$ cat config.mk
export PLATFORM = sky130hd
export DESIGN_NAME = vc_input_buffer
export DESIGN_NICKNAME = d
export VERILOG_FILES = /design/src/rtl/vc_input_buffer.sv
export SDC_FILE = /design/constraint.sdc
export NUM_CORES = 1
export LEC_CHECK = 0
export ABC_AREA = 1
export BUFFER_PORTS_ARGS = -buffer_cell sky130_fd_sc_hd__buf_2
export CAP_MARGIN = 40
export CORE_MARGIN = 8
export CORE_UTILIZATION = 50
export CTS_CLUSTER_SIZE = 16
export DETAILED_ROUTE_END_ITERATION = 10
export PLACE_DENSITY_LB_ADDON = 0.08
export REMOVE_ABC_BUFFERS = 1
export SYNTH_ARGS = -nofsm -noshare
export SYNTH_HDL_FRONTEND = slang
export SYNTH_SLANG_ARGS = --single-unit
$ cat constraint.sdc
create_clock -name clk -period 4.7 [get_ports clk]
set_input_delay 0.235 -clock clk [delete_from_list [all_inputs] [get_ports clk]]
set_output_delay 0.235 -clock clk [all_outputs]
set_load 0.005 [all_outputs]
$ cat src/rtl/vc_input_buffer.sv
// Two-VC ring-router input stage: one packet per VC, decoded into forward/eject requests; accept->request 1 cycle, slot free 2 cycles after accept with immediate grant.
// Backpressure: in_ri drops while the link-side VC slot is occupied; an ungranted request holds its packet and retries on the next cycle of the same polarity.
module vc_input_buffer #(
  parameter int DATA_WIDTH = 64,
  parameter int VC_BIT     = 63,
  parameter int HOP_LSB    = 48,
  parameter int HOP_W      = 8
) (
  input  logic                  clk,
  input  logic                  reset,
  input  logic                  polarity,
  input  logic                  in_si,
  output logic                  in_ri,
  input  logic [DATA_WIDTH-1:0] in_di,
  output logic                  req_fwd,
  output logic                  req_local,
  input  logic                  gnt_fwd,
  input  logic                  gnt_local,
  output logic [DATA_WIDTH-1:0] dout,
  output logic [1:0]            vc_full
);

  logic [DATA_WIDTH-1:0] vc_buf [2];
  logic [1:0]            full;

  logic                  ext_vc;
  logic                  int_vc;
  logic                  accept;
  logic                  release_slot;
  logic [DATA_WIDTH-1:0] int_pkt;
  logic [HOP_W-1:0]      hop;

  // The link writes the VC matching polarity while the arbiters read the other one.
  assign ext_vc  = polarity;
  assign int_vc  = ~polarity;

  assign in_ri   = ~full[ext_vc];
  assign accept  = in_si & in_ri & (in_di[VC_BIT] == ext_vc);

  assign int_pkt   = vc_buf[int_vc];
  assign hop       = int_pkt[HOP_LSB +: HOP_W];
  assign req_fwd   = full[int_vc] & (hop != '0);
  assign req_local = full[int_vc] & (hop == '0);

  assign release_slot = (req_fwd & gnt_fwd) | (req_local & gnt_local);

  // Hop is decremented only on the forwarded copy; an ejecting packet is passed through untouched.
  always_comb begin
    dout = int_pkt;
    if (hop != '0) begin
      dout[HOP_LSB +: HOP_W] = hop - HOP_W'(1);
    end
  end

  always_ff @(posedge clk) begin
    if (reset) begin
      full <= 2'b00;
    end else begin
      if (accept) begin
        full[ext_vc] <= 1'b1;
      end
      if (release_slot) begin
        full[int_vc] <= 1'b0;
      end
    end
  end

  // Payload storage needs no reset; it is only observed while its full bit is set.
  always_ff @(posedge clk) begin
    if (accept) begin
      vc_buf[ext_vc] <= in_di;
    end
  end

  assign vc_full = full;

endmodule

# Word-level counts from Yosys, hierarchy flattened
# Memory sizes are Yosys's and may differ from the RTL's.
# Index checks and enable logic that the tools add are counted.
# totals
ff_bits,2
mem_bits_rw,128
word_cells,38
n_memories,1
# mem_list
name,depth,width,rd,rd_clocked_by_memory_dff,wr,line,text
vc_buf,2,64,1,0,1,23,logic [DATA_WIDTH-1:0] vc_buf [2];
# op_classes
n_addsub,1
order_cmp,4
n_eq_ne,1
muxes,14
bitwise,12
reduce_logical,4
# ops
op,count
$logic_not A8 Y1,1
$mux W1,8
$mux W8,1
$reduce_bool A8 Y1,1
$sub A8 B1 Y8 const B,1
$and A1 B1 Y1,6
$mux W2,3
$lt A1 B2 Y1 const B,2
$and A2 B2 Y2,1
$demux W1 S1,2
$ge A1 B1 Y1 const B,2
$logic_and A1 B1 Y1,2
$not A1 Y1,2
$not A2 Y2,1
$or A2 B2 Y2,1
$eq A1 B1 Y1,1
$or A1 B1 Y1,1

# Depth between registers and ports, before layout
# logic_depth
word_depth,9
mapped_depth,12
depth_no_buf,11

# Worst setup path before layout
# Ideal clock, no wire load.
# synth_path
kind,in2reg
startpoint,in polarity
endpoint,mem vc_buf[0][0] (enable)
setup_time_ns,0.486
t_arrival_ns,3.577
required_ns,4.214
slack_ns,0.637
cell_stages,6
path_buffers,3
cell_sequence,inv_2 -> buf_6 -> buf_2 -> buf_2 -> o211ai_1 -> nor2_1
# synth_between
elab_chain_cells,7
elab_cells_between_ends,8
classes_between,1 x eq/ne; 4 x mux; 3 x bitwise
# synth_lines
item,line,text
start: declaration,11,"input logic polarity,"
$mux W1 (implied by the code) (2 in a row),37,assign in_ri = ~full[ext_vc];
$not A1 Y1,37,
$and A1 B1 Y1 (2 in a row),38,assign accept = in_si & in_ri & (in_di[VC_BIT] == ext_vc);
$mux W1,70,if (accept) begin
$mux W1 (implied by the code),71,vc_buf[ext_vc] <= in_di;
end: declaration,23,
# Several ways; a longest one is shown, not always the timed one. The select of a mux whose other input is x is not followed.

# Worst setup path in the final report
# layout_path
startpoint,in polarity
endpoint,out dout[54]
# layout_between
elab_chain_cells,4
elab_cells_between_ends,5
classes_between,1 x add/sub; 1 x mux; 1 x bitwise; 1 x reduce/logical; 1 x memory
# layout_lines
item,line,text
$not A1 Y1 *,35,assign int_vc = ~polarity;
$mem_v2 Z2 W64 *,--,
$sub A8 B1 Y8 / $reduce_bool A8 Y1 (equally long branches),"51, 50",
$mux W8 *,50,if (hop != '0) begin
end: declaration,19,"output logic [DATA_WIDTH-1:0] dout,"
# Every way passes the cells marked *; elsewhere a longest branch is shown, timed or not.

==> reports/metrics.yaml <==
worstPathArrival_ps: 2430
rsz0062_at_grt: "false"
drtAntennaViolNets: 0
final-hold-violation-count: 0
hp-class: "in -> reg"
cts_tree: "built"
p_per_area_nw_per_um2: 399.1
synth_flop_cell: "edfxtp_1"
fin_nets: 701
tns_ps: 0
placed_cells: 682
h-tree-depth: 4
p_leak_nw: 3.149
dpl_worst_slack_ps: 1865
fill_cells: 709
fin_cells: 780
cts.sinks: 130
first_global_vias: 3813
clkLatencyLatePin_ps: 510
holdWs_ps: 46.41
synth_area_per_cell_um2: 12.19
syn_area_um2: 5134
clk_path_buf_depth: 2
cp-start-kind: "input pin"
drcViolationCount: 0
critical_path_class: "in -> out"
end_kind: "output pin"
area_growth_pct: 40.97
top_layer_used: "met4"
timing.final.crit_period_ps: 2666
finalSetupViolations: 0
clkSlewWorstSetupHoldPaths_ps: 60
crit_required_ps: 4470
place_congestion: 0.7896
synthMuxAreaShare_pct: 0.1950
synthAdderAreaFrac_pct: 0.2437
fmaxAchievable_mhz: 375.1
synth_edf_count: 128
worstMarginPinSlew_ps: 730.1
cp_max_fo: 53
numCtsBuffers: 17
post_drt_wl_per_cell_um: 15.20
skew_ps: 7.102
peakVddDrop_mv: 0.2934
ys_warn_count: 0
synth_xor_area_share_pct: 0.5118
initial_core_util_pct: 50.64
drive_above_1_share_pct: 29.08
syn_inst: 421
core_um2: 10140
reg2reg_slack_ps: 2650
grt_usage_pct: 17.67
synthArstFlopShare_pct: 0
ys_types: 31
synth_top_area_share_pct: 74.87
drv_slew: 0
port_buffers: 138
synth_seq_cells: 130
wl_um: 11860
io_pins: 139
dieHeight_um: 117.3
synth_top_family_by_area: "simple AND/OR/NAND/NOR gates"
vias: 3623
yosys.area_share.simple_pct: 18.64
routedLengthMet1_um: 4955
slew_headroom_pct: 51.21
hpwlAfterDp_um: 7311
overflow: 0
grt_max_degree: 54
cts_setup_buffers: 0
fin_ws_ps: 2034
synth_area_leaders: "edfxtp_1 75%, nand2_1 15%, inv_1 1.3%"
ys_seq_area_share_pct: 75.65
status: "finished clean"
yosysTopAreaCell: "edfxtp_1"
cts_root_buf: "clkbuf_8"
cts_resized: 0
drt-initial-drc-count: 279
rows: 37
grt_first_pass_wirelength_um: 19230
hold_buffers: 65
synth_common_cells: "207 x nand2_1, 128 x edfxtp_1, 18 x inv_1"
period_share_pct: 56.73
cap_violations: 0
dr_wl_met2_um: 6086
wl_met3_um: 685
dieWidth_um: 117.3
first_pass_iters: 4
antenna_found_initial: 1
yosysMostFrequentCell: "nand2_1"
synth_compound_area_share_pct: 1.609
vias_per_cell: 4.645
die-area_um2: 13770
path summary, 6_finish.rpt:
| kind | from | endpoint | depth (start not counted) |
|---|---|---|---|
| min reg2reg | vc_full[1]$_SDFF_PP0_ | vc_full[1]$_SDFF_PP0_ | 4 |
| min | gnt_fwd | vc_full[1]$_SDFF_PP0_ | 4 |
| max | polarity | dout[54] | 13 |
| max reg2reg | vc_full[0]$_SDFF_PP0_ | vc_buf[0][15]$_DFFE_PP_ | 6 |
power breakdown:
group	switching, mW	internal (mW)	total [mW]
clock network	0.470	0.858	1.33
logic	0.125	0.109	0.234
registers	0.00931	1.32	1.33
total	0.604	2.28	2.89
placed cells by master (no fill, tap or decap), drive strengths merged, types with 5 or more instances in the layout:
| cell type | synthesis | layout |
|---|---|---|
| nand3 | 5 | 5 |
| nand2 | 210 | 210 |
| a21oi | 7 | 7 |
| buf | 12 | 142 |
| clkbuf | 5 | 18 |
| nor2 | 16 | 16 |
| clkinv | 0 | 6 |
| edfxtp | 128 | 128 |
| inv | 20 | 21 |
| dlygate4sd3 | 0 | 65 |
routing by layer:
metal  vias up  GRT usage [%]
li1       1824              -
met1      1677          20.08
met2       111          29.97
met3        11          5.899
met4         0          7.218
met5         -              0
metrics by stage:
stage                     instance area, µm²  utilization (%)  total power [mW]
after floorplan                         5047                -             1.434
after detailed placement                5978            58.97             1.543
after global routing                    7237            71.38             2.991
after global placement                  5978            58.97             1.538
final                                   7237            71.38             2.888
after CTS                               7234            71.36             2.908
kinds of logic (layout without fill, tap and decap cells):
| kind of cell | Yosys count | after routing |
|---|---|---|
| muxes | 1 | 1 |
| xor gates and xnor gates | 3 | 3 |
| DFF | 130 | 130 |
| and+or+nand+nor | 235 | 235 |
| AOI/OAI and AO/OA | 14 | 14 |
| adders and majority gates | 1 | 1 |
| buffers and inverters | 37 | 259 |
| other | 0 | 1 |
state kept, by name, summed over array words and instances, names as in the netlist:
signal and cells:
vc_full 2, vc_buf 128
critical path: stages:
cell and delay (ps):
buf_2 360, buf_4 550, nand2_1 80, and2_1 220
ha_1 260, nand3_4 130, nor2_8 50, nand3_4 100
inv_2 70, a21oi_1 110, o21ai_1 70, inv_1 40
buf_2 100
area by class of cell:
class	count	area (µm²)	area share, %
Antenna cell	1	2.502	0.03458
Clock buffer	18	417.9	5.775
Clock inverter	14	187.7	2.593
Inverter	20	75.07	1.037
Multi-Input combinational cell	254	1104	15.25
Sequential cell	130	3884	53.67
Tap cell	136	170.2	2.351
Timing Repair Buffer	207	1396	19.29
(Power assumes the default switching activity.)
